**src/rtl/painterengine_gpu_pkg.sv**
```systemverilog
// Shared painterengine GPU definitions: reader error codes, reader-arbiter FSM
// states and lane geometry used by the arbiter and its round-robin picker.
package painterengine_gpu_pkg;

    localparam int LANES  = 4;
    localparam int LANE_W = 32;

    // Codes reported by the DMA reader on i_wire_reader_error_type.
    localparam logic [2:0] READER_ERR_NONE     = 3'd0;
    localparam logic [2:0] READER_ERR_MISALIGN = 3'd1;
    localparam logic [2:0] READER_ERR_BUS      = 3'd2;
    localparam logic [2:0] READER_ERR_TIMEOUT  = 3'd3;
    localparam logic [2:0] READER_ERR_LENGTH   = 3'd4;
    localparam logic [2:0] READER_ERR_OVERFLOW = 3'd5;
    // Raised by the arbiter itself when its own watchdog expires.
    localparam logic [2:0] ARB_TIMEOUT         = 3'b110;

    typedef enum logic [2:0] {
        ARB_IDLE = 3'd0,
        ARB_KICK = 3'd1,
        ARB_RUN  = 3'd2,
        ARB_DONE = 3'd3,
        ARB_ERR  = 3'd4
    } arb_state_e;

    function automatic logic [LANES-1:0] lane_onehot(input logic [1:0] idx);
        return LANES'(1) << idx;
    endfunction

endpackage

```
**src/rtl/painterengine_gpu_rr_picker.sv**
```systemverilog
// Combinational 4-way round-robin select: first requesting lane at or above
// the pointer, wrapping 3 -> 0.
module painterengine_gpu_rr_picker
    import painterengine_gpu_pkg::*;
(
    input  logic [LANES-1:0] i_req,
    input  logic [1:0]       i_ptr,
    output logic [LANES-1:0] o_onehot,
    output logic [1:0]       o_idx,
    output logic             o_valid
);

    logic [1:0]       lane_of [LANES];
    logic [LANES-1:0] rot;

    genvar gi;
    for (gi = 0; gi < LANES; gi++) begin : g_rot
        assign lane_of[gi] = i_ptr + 2'(gi);
        assign rot[gi]     = i_req[lane_of[gi]];
    end

    // Descending scan so the lowest rotated position (closest to the pointer) wins.
    always_comb begin
        o_valid = 1'b0;
        o_idx   = i_ptr;
        for (int k = LANES - 1; k >= 0; k--) begin
            if (rot[k]) begin
                o_valid = 1'b1;
                o_idx   = lane_of[k];
            end
        end
    end

    assign o_onehot = o_valid ? lane_onehot(o_idx) : '0;

endmodule

```
**src/rtl/painterengine_gpu_reader_arbiter.sv**
```systemverilog
// Shares one GPU DMA reader between 4 requesters; only the control path passes here.
// Optional run watchdog enabled by defining PAINTERENGINE_GPU_ARB_WATCHDOG_EN.
module painterengine_gpu_reader_arbiter
    import painterengine_gpu_pkg::*;
#(
    parameter int KICK_CYCLES = 2,
    parameter int WDOG_BITS   = 24
) (
    input  logic                    i_wire_clock,
    input  logic                    i_wire_resetn,
    input  logic [LANES-1:0]        i_wire_req,
    input  logic [LANES*LANE_W-1:0] i_wire_address,
    input  logic [LANES*LANE_W-1:0] i_wire_length,
    output logic [LANES-1:0]        o_wire_grant,
    output logic [LANES-1:0]        o_wire_done,
    output logic [LANES-1:0]        o_wire_error,
    output logic [2:0]              o_wire_error_type,
    output logic                    o_wire_busy,
    output logic                    o_wire_reader_resetn,
    output logic [LANES-1:0]        o_wire_reader_router,
    output logic [LANES*LANE_W-1:0] o_wire_reader_address,
    output logic [LANES*LANE_W-1:0] o_wire_reader_length,
    input  logic                    i_wire_reader_done,
    input  logic                    i_wire_reader_error,
    input  logic [2:0]              i_wire_reader_error_type
);

    if (KICK_CYCLES < 1 || KICK_CYCLES > 15 || WDOG_BITS < 2) begin : g_param_check
        $error("painterengine_gpu_reader_arbiter: parameter out of range");
    end

    localparam logic [3:0] KICK_LAST = 4'(KICK_CYCLES - 1);

    arb_state_e        state_q, state_d;
    logic [3:0]        kick_cnt_q, kick_cnt_d;
    logic [1:0]        ptr_q, ptr_d;
    logic [1:0]        idx_q, idx_d;
    logic [LANES-1:0]  grant_q, grant_d;
    logic [LANES-1:0]  done_q, done_d;
    logic [LANES-1:0]  error_q, error_d;
    logic [2:0]        error_type_q, error_type_d;
    logic              reader_resetn_q, reader_resetn_d;
    logic [LANE_W-1:0] addr_q, addr_d;
    logic [LANE_W-1:0] len_q, len_d;

    logic [LANES-1:0]  pick_onehot;
    logic [1:0]        pick_idx;
    logic              pick_valid;

`ifdef PAINTERENGINE_GPU_ARB_WATCHDOG_EN
    logic [WDOG_BITS-1:0] wdog_q, wdog_d, wdog_inc;
    assign wdog_inc = wdog_q + WDOG_BITS'(1);
`endif

    painterengine_gpu_rr_picker u_picker (
        .i_req    (i_wire_req),
        .i_ptr    (ptr_q),
        .o_onehot (pick_onehot),
        .o_idx    (pick_idx),
        .o_valid  (pick_valid)
    );

    always_comb begin
        state_d         = state_q;
        kick_cnt_d      = kick_cnt_q;
        ptr_d           = ptr_q;
        idx_d           = idx_q;
        grant_d         = grant_q;
        error_type_d    = error_type_q;
        reader_resetn_d = reader_resetn_q;
        addr_d          = addr_q;
        len_d           = len_q;
`ifdef PAINTERENGINE_GPU_ARB_WATCHDOG_EN
        wdog_d          = wdog_q;
`endif
        unique case (state_q)
            ARB_IDLE: begin
                reader_resetn_d = 1'b0;
                if (pick_valid) begin
                    idx_d      = pick_idx;
                    grant_d    = pick_onehot;
                    addr_d     = i_wire_address[pick_idx*LANE_W +: LANE_W];
                    len_d      = i_wire_length[pick_idx*LANE_W +: LANE_W];
                    kick_cnt_d = '0;
                    state_d    = ARB_KICK;
                end
            end
            ARB_KICK: begin
                if (kick_cnt_q == KICK_LAST) begin
                    reader_resetn_d = 1'b1;
                    state_d         = ARB_RUN;
`ifdef PAINTERENGINE_GPU_ARB_WATCHDOG_EN
                    wdog_d          = '0;
`endif
                end else begin
                    kick_cnt_d = kick_cnt_q + 4'd1;
                end
            end
            ARB_RUN: begin
                // Error outranks done when the reader raises both together.
                if (i_wire_reader_error) begin
                    state_d      = ARB_ERR;
                    error_type_d = i_wire_reader_error_type;
                end else if (i_wire_reader_done) begin
                    state_d = ARB_DONE;
                end
`ifdef PAINTERENGINE_GPU_ARB_WATCHDOG_EN
                else if (wdog_inc[WDOG_BITS-1]) begin
                    state_d      = ARB_ERR;
                    error_type_d = ARB_TIMEOUT;
                end else begin
                    wdog_d = wdog_inc;
                end
`endif
                if (state_d != ARB_RUN) begin
                    grant_d         = '0;
                    reader_resetn_d = 1'b0;
                end
            end
            ARB_DONE, ARB_ERR: begin
                ptr_d   = idx_q + 2'd1;
                state_d = ARB_IDLE;
            end
            default: state_d = ARB_IDLE;
        endcase
        done_d  = (state_d == ARB_DONE) ? lane_onehot(idx_q) : '0;
        error_d = (state_d == ARB_ERR)  ? lane_onehot(idx_q) : '0;
    end

    always_ff @(posedge i_wire_clock or negedge i_wire_resetn) begin
        if (!i_wire_resetn) begin
            state_q         <= ARB_IDLE;
            kick_cnt_q      <= '0;
            ptr_q           <= '0;
            idx_q           <= '0;
            grant_q         <= '0;
            done_q          <= '0;
            error_q         <= '0;
            error_type_q    <= '0;
            reader_resetn_q <= 1'b0;
            addr_q          <= '0;
            len_q           <= '0;
`ifdef PAINTERENGINE_GPU_ARB_WATCHDOG_EN
            wdog_q          <= '0;
`endif
        end else begin
            state_q         <= state_d;
            kick_cnt_q      <= kick_cnt_d;
            ptr_q           <= ptr_d;
            idx_q           <= idx_d;
            grant_q         <= grant_d;
            done_q          <= done_d;
            error_q         <= error_d;
            error_type_q    <= error_type_d;
            reader_resetn_q <= reader_resetn_d;
            addr_q          <= addr_d;
            len_q           <= len_d;
`ifdef PAINTERENGINE_GPU_ARB_WATCHDOG_EN
            wdog_q          <= wdog_d;
`endif
        end
    end

    genvar gi;
    for (gi = 0; gi < LANES; gi++) begin : g_lane
        assign o_wire_reader_address[gi*LANE_W +: LANE_W] = grant_q[gi] ? addr_q : '0;
        assign o_wire_reader_length[gi*LANE_W +: LANE_W]  = grant_q[gi] ? len_q  : '0;
    end

    assign o_wire_grant         = grant_q;
    assign o_wire_reader_router = grant_q;
    assign o_wire_done          = done_q;
    assign o_wire_error         = error_q;
    assign o_wire_error_type    = error_type_q;
    assign o_wire_busy          = (state_q != ARB_IDLE);
    assign o_wire_reader_resetn = reader_resetn_q;

endmodule

```
**config.mk**
```make
export PLATFORM = sky130hd
export DESIGN_NAME = painterengine_gpu_reader_arbiter
export DESIGN_NICKNAME = d
export VERILOG_FILES = /design/src/rtl/painterengine_gpu_pkg.sv /design/src/rtl/painterengine_gpu_rr_picker.sv /design/src/rtl/painterengine_gpu_reader_arbiter.sv
export SDC_FILE = /design/constraint.sdc
export NUM_CORES = 1
export LEC_CHECK = 0
export ABC_AREA = 1
export CAP_MARGIN = 10
export CORE_AREA = 2 2 210 212
export DETAILED_ROUTE_END_ITERATION = 12
export DIE_AREA = 0 0 212 214
export PLACE_DENSITY = 0.56
export SYNTH_ARGS = -nofsm -noshare
export SYNTH_HDL_FRONTEND = slang
export SYNTH_SLANG_ARGS = --single-unit
```
**constraint.sdc**
```tcl
create_clock -name i_wire_clock -period 1.9 [get_ports i_wire_clock]
set_clock_uncertainty 0.15 [all_clocks]
set_input_delay 0.57 -clock i_wire_clock [delete_from_list [all_inputs] [get_ports i_wire_clock]]
set_output_delay 0.57 -clock i_wire_clock [all_outputs]
set_load 0.005 [all_outputs]
```
# Word level (Yosys, flattened, before mapping)
# Index checks and enable logic that the tools add are counted.
totals:
  ff_bits: 91
  in_bits: 267
  out_inout_bits: 277
  word_cells: 88
classes:
  n_addsub: 5
  n_lt_le_gt_ge: 4
  n_eq_ne: 12
  shift: 4
  n_mux: 41
  reduce_logical: 11
op_table:
  columns: ["cell", "count"]
  rows:
  - ["$mux 32", 8]
  - ["$shiftx 128x8->32", 2]
  - ["$mux 4", 6]
  - ["$pmux 4 s2", 2]
  - ["$mux 3", 5]
  - ["$lt 2x3->1 const B", 4]
  - ["$mux 1", 10]
  - ["$eq 3x2->1 const B", 3]
  - ["$pmux 3 s3", 1]
  - ["$reduce_and 3->1", 3]
  - ["$bmux 1 s2", 4]
  - ["$mux 2", 4]
  - ["$ne 2x2->1 const B", 4]
  - ["$shl 1x2->4 const A", 2]
  - ["$eq 3x3->1 const B", 2]
  - ["$reduce_bool 3->1", 2]
  - ["$add 2x1->2 const B", 2]
  - ["$add 2x2->2 const B", 2]
  - ["$add 4x1->4 const B", 1]
  - ["$eq 4x1->1 const B", 1]
  - ["$reduce_and 2->1", 2]
  - ["$reduce_bool 2->1", 2]
  - ["$eq 3x1->1 const B", 1]
  - ["$logic_not 3->1", 1]
  - ["other kinds (3)", 3]

# Longest topological paths before layout
# Gate-level depths: netlist of run 1.
logic_depth:
  depth_word: 11
  depth_mapped: 19
  ltp_nobuf: 16

# By module
# From an unflattened synthesis of run 1, not the netlist that was laid out.
hier_totals:
  cells_unflattened: 1499
  hier_area_um2: 8041.5
by_module_without_submodules:
  columns: ["mod", "n_inst", "cells_each", "area_each_um2", "seq_area_each_um2"]
  rows:
  - ["painterengine_gpu_reader_arbiter", 1, 1437, 7726.2, 2277.2]
  - ["painterengine_gpu_rr_picker", 1, 62, 315.3, 0.0]

# Worst setup path after synthesis of run 1
# OpenSTA, ideal clock, no wires.
synth_timing:
  kind: "in2reg"
  startpoint: "input i_wire_req[0]"
  endpoint: "register addr_q[19]"
  setup_time_ps: 117
  arrival_time_ps: 1722
  required_ps: 1633
  setup_slack_ps: -89
  stages: 17
  path_buffers: 2
  path_cell_list: "nand2_1 nand2_1 nand2_1 nand2_1 inv_2 nand2_2 nand3_1 nand2_1 nand2_2 buf_6 buf_4 nand2_1 nand2_1 nand2_1 nand2_1 nand2_1 nand2_1"
synth_between:
  elab_chain_cells: 7
  word_cells_on_any_way: 18
  cone_classes: "shift (1); mux (16); reduce/logical (1)"
synth_rtl:
  columns: ["item", "line_no", "source"]
  rows:
  - ["from (decl)", "painterengine_gpu_reader_arbiter.sv:11", "input logic [LANES-1:0] i_wire_req,"]
  - ["$bmux 1 s2", "painterengine_gpu_rr_picker.sv:19", "assign rot[gi] = i_req[lane_of[gi]];"]
  - ["$mux 1 (not written as such)", "painterengine_gpu_rr_picker.sv:19", null]
  - ["$mux 2 or $mux 1 (tied branches) (4 in series)", "painterengine_gpu_rr_picker.sv:27", "if (rot[k]) begin"]
  - ["$shiftx 128x8->32 or $reduce_and 2->1 (tied branches)", null, null]
  - ["to (signal assigned)", "painterengine_gpu_reader_arbiter.sv:156", "addr_q <= addr_d;"]
  - ["to (decl)", "painterengine_gpu_reader_arbiter.sv:43", "logic [LANE_W-1:0] addr_q, addr_d;"]
# Parallel ways exist; a longest one is shown, timed or not. The select of a mux whose other input is x is not followed.
# A chain may end at the register's enable or synchronous reset.

# Worst setup path after layout of run 1
layout_timing:
  startpoint: "register grant_q[0], in the netlist o_wire_grant[0]"
  endpoint: "output o_wire_reader_address[4]"
layout_between:
  elab_chain_cells: 1
layout_rtl:
  columns: ["item", "line_no", "source"]
  rows:
  - ["from (decl)", "painterengine_gpu_reader_arbiter.sv:38", "logic [LANES-1:0] grant_q, grant_d;"]
  - ["from (signal assigned)", "painterengine_gpu_reader_arbiter.sv:151", "grant_q <= grant_d;"]
  - ["$mux 32", "painterengine_gpu_reader_arbiter.sv:166", "assign o_wire_reader_address[gi*LANE_W +: LANE_W] = grant_q[gi] ? addr_q : '0;"]
  - ["to (decl)", "painterengine_gpu_reader_arbiter.sv:21", "output logic [LANES*LANE_W-1:0] o_wire_reader_address,"]
# Every way passes these cells.

==> results of run 1 <==
-- repair_timing --
action | in CTS | in global routing
hold buffers | 1 | 0
gates cloned | 15 | 20
endpoints found under the hold margin | 8 | 0
endpoints found under the setup margin | 352 | 352
gates resized for setup | 197 | 348
buffers inserted | 14 | 42
pin swaps | 31 | 52
-- cells in the mapped netlist (all sizes together) --
cell type  number  area [um^2]
a21boi          1         7.51
a21oi           1         5.00
buf            67          373
clkbuf         36          135
clkinv          1         3.75
dfrtp          91         2280
ha              6         75.1
inv           280         1050
nand2         954         3590
nand3         139          696
nand4           2         12.5
nor2           19         73.8
nor3            2         15.0
o211ai          1         7.51
o21ai           6         30.0
o31ai           6         45.0
or2             1         6.26
xor2            1         8.76
-- power groups by stage --
stage	clock (mW)	combinational, mW	sequential [mW]
3_5_place_dp	0	17.1	4.05
3_3_place_gp	0	17.0	4.03
6_report	1.97	23.4	4.07
5_1_grt	2.11	25.6	4.20
2_1_floorplan	0	10.0	3.49
4_1_cts	2.05	20.7	4.04
-- layout make-up --
cell class / count / area [um^2] / share of cell area
timing repair buffer: 705 / 7650 / 0.443
multi-input combinational: 1140 / 5220 / 0.302
sequential: 91 / 2280 / 0.132
tap: 585 / 732 / 0.0424
inverter: 281 / 1070 / 0.0622
clock inverter: 6 / 71.3 / 0.00413
clock buffer: 10 / 229 / 0.0133
-- flip-flops by register name, summed over array words and instances, names as in the netlist --
signal and cells:
o_wire_grant 4, o_wire_error 4, len_q 32, ptr_q 2, idx_q 2, kick_cnt_q 4, o_wire_error_type 3, state_q 3
o_wire_reader_resetn 1, o_wire_done 4, addr_q 32
-- per-stage QoR --
step                cells  setup WS [ns]  hold WS (ns)
floorplan            1614        -0.0620         0.124
global placement     2718         -0.924         0.285
detailed placement   2718         -0.957         0.288
CTS                  2764         -0.547         0.342
global route         2818         -0.594         0.370
finish               2818         -0.504         0.334
-- layer usage --
layer  track usage  part of all wire
met5             0           0.00033
met4        0.0716             0.026
met3        0.0302             0.055
met2         0.352              0.50
met1         0.247              0.42
-- cell families after synthesis --
| group | count (synthesis) | synth area share |
|---|---|---|
| compound gates | 15 | 0.0113 |
| xor+xnor | 1 | 0.00104 |
| fa+ha+maj | 6 | 0.00893 |
| buf+inv | 384 | 0.186 |
| flops | 91 | 0.271 |
| simple gates | 1117 | 0.522 |
-- critical path, delay by kind of cell, from the launching register on --
kind,cells,cell delay [ns]
flops,1,0.45
simple gates,1,0.06
buf+inv,7,0.79
-- how the worst min path moves through the flow --
stage                               startpoint              endpoint  slack, ns  cells after the start
after floorplan                  i_wire_resetn             addr_q[0]       0.12                      0
after global placement           i_wire_resetn             len_q[28]       0.28                      1
after detailed placement         i_wire_resetn             len_q[28]       0.29                      1
after CTS                 o_wire_error_type[1]  o_wire_error_type[1]       0.34                      2
after global routing      o_wire_error_type[1]  o_wire_error_type[1]       0.37                      2
final                     o_wire_error_type[2]  o_wire_error_type[2]       0.33                      2
==> impl_metrics.csv, run 1 <==
group,metric,value,unit
worst_setup_path,worstPathArrival,1.68,ns
power,p_per_area,1710,nW/um^2
cts,htreeDepth,3,
worst_setup_path,r2r_cells,14,
worst_setup_path,cp_cell_sequence,"buf_12 -> buf_12 -> buf_12 -> buf_8 -> buf_6 -> nand2_2 -> inv_2 -> clkbuf_2",
place,dpl_cell_area,15100,um^2
worst_setup_path,crit_path_top_delay_cell,"dfrtp_2",
finish,drive_above_1_share,0.179,
worst_setup_path,worstSetupEndpoint,"o_wire_reader_address[4]",
min_path,hold_path_class,"reg2reg",
global_routing,grt_usage,0.201,
cts,cts_tree,"yes",
finish,syn2layout_area_growth,105,%
timing,setup_slack,-0.504,ns
power,p_leak,11.4,nW
logic_synthesis,synth-seq-cells,91,
timing,fmax,416,MHz
worst_setup_path,required,1.18,ns
worst_setup_path,worst_setup_path_start_kind,"register",
global_routing,gr-total-overflow,0,
finish,mostFrequentLayoutCells,"nand2_1, clkdlybuf4s50_1, inv_1",
power,power.internal,14.7,mW
power,switching_share,0.502,
outcome,status,"finished with violations",
floorplanning,rows,76,
logic_synthesis,synth_cell_types,26,
outcome,violations,"setup timing",
timing,rsz0062_at_grt,"yes",
timing,worstMarginPinSlew,0.457,ns
logic_synthesis,syn_area_per_cell,5.21,um^2
cts,clock_sinks,91,
finish,nFillCells,4560,
logic_synthesis,yosysWarnings,0,
finish,final_area,17300,um^2
timing,report.final.slew_viol_count,0,
worst_setup_path,critPathCaptureType,"primary output",
worst_setup_path,critical_path.startpoint,"o_wire_grant[0]",
routing,routed_wl,51.5,mm
routing,drtIter0Drc,805,
timing,setup_viol,352,
cts,cts-buffers-inserted,9,
worst_setup_path,r2r_start,"ptr_q[0]",
logic_synthesis,synth_seq_area_share,0.271,
global_routing,antenna_found_initial,1,
routing,antenna_left,0,
logic_synthesis,syn-cell-area,8410,um^2
cts,clk_pin_slew_worst_paths,0.08,ns
worst_setup_path,slowest_delay,0.45,ns
power,p_seq_frac,0.138,
worst_setup_path,path_common_cell,"buf_12",
timing,hold_viol_final,0,
routing,firstDrtPassIters,5,
logic_synthesis,synth_cells,1614,
timing,min_period,2.40,ns
global_routing,grt_pass1_wl,68.9,mm
routing,avgViaCountPerCell,4.26,
routing,wire_per_inst,18.3,um
floorplanning,dieArea,45400,um^2
cts,cts-root-buf,"clkbuf_16",
floorplanning,ios,544,
worst_setup_path,ff2ff_setup_slack,-0.43,ns
finish,postLayoutCoreUtil,0.402,
floorplanning,fp.dieW,212,um
floorplanning,core_area,42900,um^2
floorplanning,start_util,0.196,
routing,drc,0,
worst_setup_path,reg2reg_to,"o_wire_grant[1]",
global_routing,grt_pass1_vias,11300,
power,power.share.clock,0.067,
place,io_buffers,543,
power,p_switching,14.8,mW
worst_setup_path,crit_type,"reg2out",
floorplanning,die_h,214,um
global_routing,grt_max_degree,39,
timing,final.setup.tns,-108.64,ns
power,finalPower,29.5,mW
finish,final_common_cell,"nand2_1",
job,cap_viol_max_count,0,
power,ir_drop,0.760,mV
cts,insertion_delay,0.38,ns
timing,period_share,1.27,
logic_synthesis,syn-num-nets,1887,
finish,diodes,0,
place,gp_congestion,0.870,
cts,clockBufferDepth,2,
place,dp_hpwl,34.0,mm
finish,nNetsFinal,2501,
worst_setup_path,crit_fanout,5,
routing,dr_total_vias,12000,
power,comb_power_share,0.795,
timing,slew_headroom,0.694,
(Power assumes the default switching activity.)
==> run 2, diff against run 1 <==
Settings changed: CORE_AREA 2 2 210 212 to 2 2 211 213, DIE_AREA 0 0 212 214 to 0 0 213 215, PLACE_DENSITY 0.56 to 0.55, SYNTH_HIERARCHICAL set to 1.
==> impl_metrics.csv, run 2 <==
group,metric,value,unit
min_path,min-delay-start,"o_wire_reader_resetn",
cts,clockBufferDepth,2,
logic_synthesis,synth_commonest_cells,"nand2_1, inv_1, nor2_1",
floorplanning,ios,544,
logic_synthesis,synth-seq-cells,91,
routing,antenna_left,0,
global_routing,grt_pass1_wl,64.1,mm
global_routing,gr-total-overflow,0,
worst_setup_path,r2r_start,"ptr_q[0]",
logic_synthesis,synth_seq_area_share,0.283,
finish,nFillCells,4678,
worst_setup_path,worstPathArrival,1.73,ns
cts,clock_sinks,91,
logic_synthesis,synth_cell_types,25,
floorplanning,start_util,0.184,
job,cap_viol_max_count,0,
logic_synthesis,post-synth-top-area-cell,"dfrtp_1",
worst_setup_path,reg2reg_to,"len_q[2]",
cts,cts_tree,"yes",
floorplanning,rows,77,
logic_synthesis,yosysWarnings,6,
finish,nNetsFinal,2350,
routing,firstDrtPassIters,5,
cts,cts-root-buf,"clkbuf_16",
routing,avgViaCountPerCell,4.13,
logic_synthesis,syn_area_per_cell,5.36,um^2
finish,multi_input_area,4600,um^2
worst_setup_path,crit_fanout,34,
routing,routed_wl,46.3,mm
outcome,violations,"setup timing",
worst_setup_path,critPathCaptureType,"primary output",
routing,wire_per_inst,17.3,um
finish,drive_above_1_share,0.149,
cts,clk_pin_slew_worst_paths,0.08,ns
routing,drtIter0Drc,574,
timing,period_share,1.29,
power,p_leak,9.28,nW
finish,final_common_cell,"nand2_1",
timing,slew_headroom,0.775,
finish,reg_top3,"addr_q: 32 flops, len_q: 32 flops",
worst_setup_path,required,1.18,ns
outcome,status,"finished with violations",
floorplanning,core_area,43600,um^2
worst_setup_path,crit_type,"reg2out",
worst_setup_path,ff2ff_setup_slack,-0.47,ns
place,gp_congestion,0.843,
timing,holdWs,0.330,ns
logic_synthesis,async_reset_ff_frac,1.00,
routing,dr_total_vias,11000,
timing,fmax,408,MHz
logic_synthesis,syn-cell-area,8040,um^2
floorplanning,die_h,215,um
power,ir_drop,0.984,mV
timing,worstMarginPinSlew,0.337,ns
finish,diodes,0,
finish,syn2layout_area_growth,99.9,%
global_routing,grt_max_degree,52,
floorplanning,fp.dieW,213,um
logic_synthesis,yosys-top-cells-area,"dfrtp_1, nand2_1, inv_1, nor2_1, o21ai_0",
cts,cts-buffers-inserted,9,
floorplanning,dieArea,45800,um^2
timing,setup_slack,-0.553,ns
worst_setup_path,r2r_cells,18,
place,io_buffers,543,
logic_synthesis,synthMostInstantiatedCell,"nand2_1",
finish,seq_area,2280,um^2
logic_synthesis,synth_edf_count,0,
worst_setup_path,worst_setup_path_start_kind,"register",
timing,rsz0062_at_grt,"yes",
min_path,hold_path_end,"o_wire_reader_resetn",
logic_synthesis,synth_cells,1499,
timing,setup_viol,352,
place,dp_hpwl,32.6,mm
logic_synthesis,syn-num-nets,1772,
global_routing,antenna_found_initial,2,
timing,min_period,2.45,ns
global_routing,grt_usage,0.188,
routing,drc,0,
cts,insertion_delay,0.38,ns
logic_synthesis,synth.top_cell.area_share,0.283,
timing,hold_viol_final,0,
min_path,hold_depth,2,
timing,final.setup.tns,-133.35,ns
min_path,hold_path_class,"reg2reg",
finish,mostFrequentLayoutCells,"nand2_1, clkdlybuf4s50_1, inv_1",
global_routing,grt_pass1_vias,10800,
logic_synthesis,synth_top_flop_cell,"dfrtp_1",
cts,htreeDepth,3,
power,p_per_area,1910,nW/um^2
timing,report.final.slew_viol_count,0,
run 2: changes by cell type after synthesis, moves of 20 or more:
cell     previous run  this run
nand3_1           139        14
nor2_1             18       265
nand2_1           952       565
o21ai_1             0        20
o21ai_0             6       119
run 2: power by group:
| group | total, mW | internal (mW) | switching (mW) |
|---|---|---|---|
| combinational | 24.6 | 11.8 | 12.9 |
| clock | 1.88 | 0.914 | 0.968 |
| sequential | 4.21 | 2.87 | 1.34 |
| total | 30.7 | 15.6 | 15.2 |
run 2: per-stage QoR:
step           total power [mW]  cells  utilization  area, um^2  setup WS (ns)
2_1_floorplan              14.6   1499            -        8140         -0.216
3_3_place_gp               23.4   2605        0.336       14700          -1.28
3_5_place_dp               23.5   2605        0.336       14700          -1.26
4_1_cts                    28.8   2648        0.357       15600         -0.616
5_1_grt                    33.6   2674        0.368       16100         -0.635
6_report                   30.7   2674        0.368       16100         -0.553
run 2: per-layer routing:
metal  vias to the layer above  wire length (um)  share of wire  GRT usage
met5                         -                13        0.00028          0
met4                         2              1290          0.028     0.0697
met3                        57              3230          0.070     0.0383
met2                       456             22700           0.49      0.330
met1                      5042             19000           0.41      0.222
li1                       5491                 -              -          -
run 2: area by class of cell:
| cell class | instances | share of cell area |
|---|---|---|
| Timing Repair Buffer | 656 | 0.439 |
| Multi-Input combinational cell | 1029 | 0.286 |
| Sequential cell | 91 | 0.142 |
| Inverter | 290 | 0.0697 |
| Tap cell | 592 | 0.0461 |
| Clock buffer | 9 | 0.0140 |
| Clock inverter | 7 | 0.00374 |
run 2: worst max path at each step:
| stage | slack [ns] | from | depth (start not counted) | to |
|---|---|---|---|---|
| 2_1_floorplan | -0.22 | i_wire_req[1] | 19 | len_q[10] |
| 3_3_place_gp | -1.28 | i_wire_req[1] | 15 | addr_q[1] |
| 3_5_place_dp | -1.26 | i_wire_req[1] | 15 | addr_q[1] |
| 4_1_cts | -0.62 | o_wire_grant[3] | 4 | o_wire_reader_length[102] |
| 5_1_grt | -0.64 | ptr_q[0] | 19 | len_q[17] |
| 6_report | -0.55 | o_wire_grant[0] | 4 | o_wire_reader_length[1] |
run 2: cell families (layout without fill, tap and decap cells):
kind of cell / Yosys count / in the layout / synth area share
compound gates: 144 / 144 / 0.0899
xor+xnor: 1 / 1 / 0.00109
fa+ha+maj: 6 / 6 / 0.00934
buf+inv: 379 / 962 / 0.190
flops: 91 / 91 / 0.283
simple gates: 878 / 878 / 0.426
run 2: timing repair:
item,in CTS,in global routing
setup endpoints to repair,352,352
cloned,8,11
resized for setup,201,183
hold buffers,1,0
hold endpoints to repair,1,0
buffers inserted,18,15
pin swaps,15,13
run 2: critical path, cell delays in order, from the launching register on:
cell and delay [ns]:
dfrtp_2 0.43, buf_12 0.21, nand2_1 0.11, inv_1 0.07
clkdlybuf4s50_1 0.49
==> run 3, diff against run 2 <==
Settings changed: CAP_MARGIN 10 to unset.
==> results of run 3 <==
Final layout, timing and power as in run 2 (identical DEF).
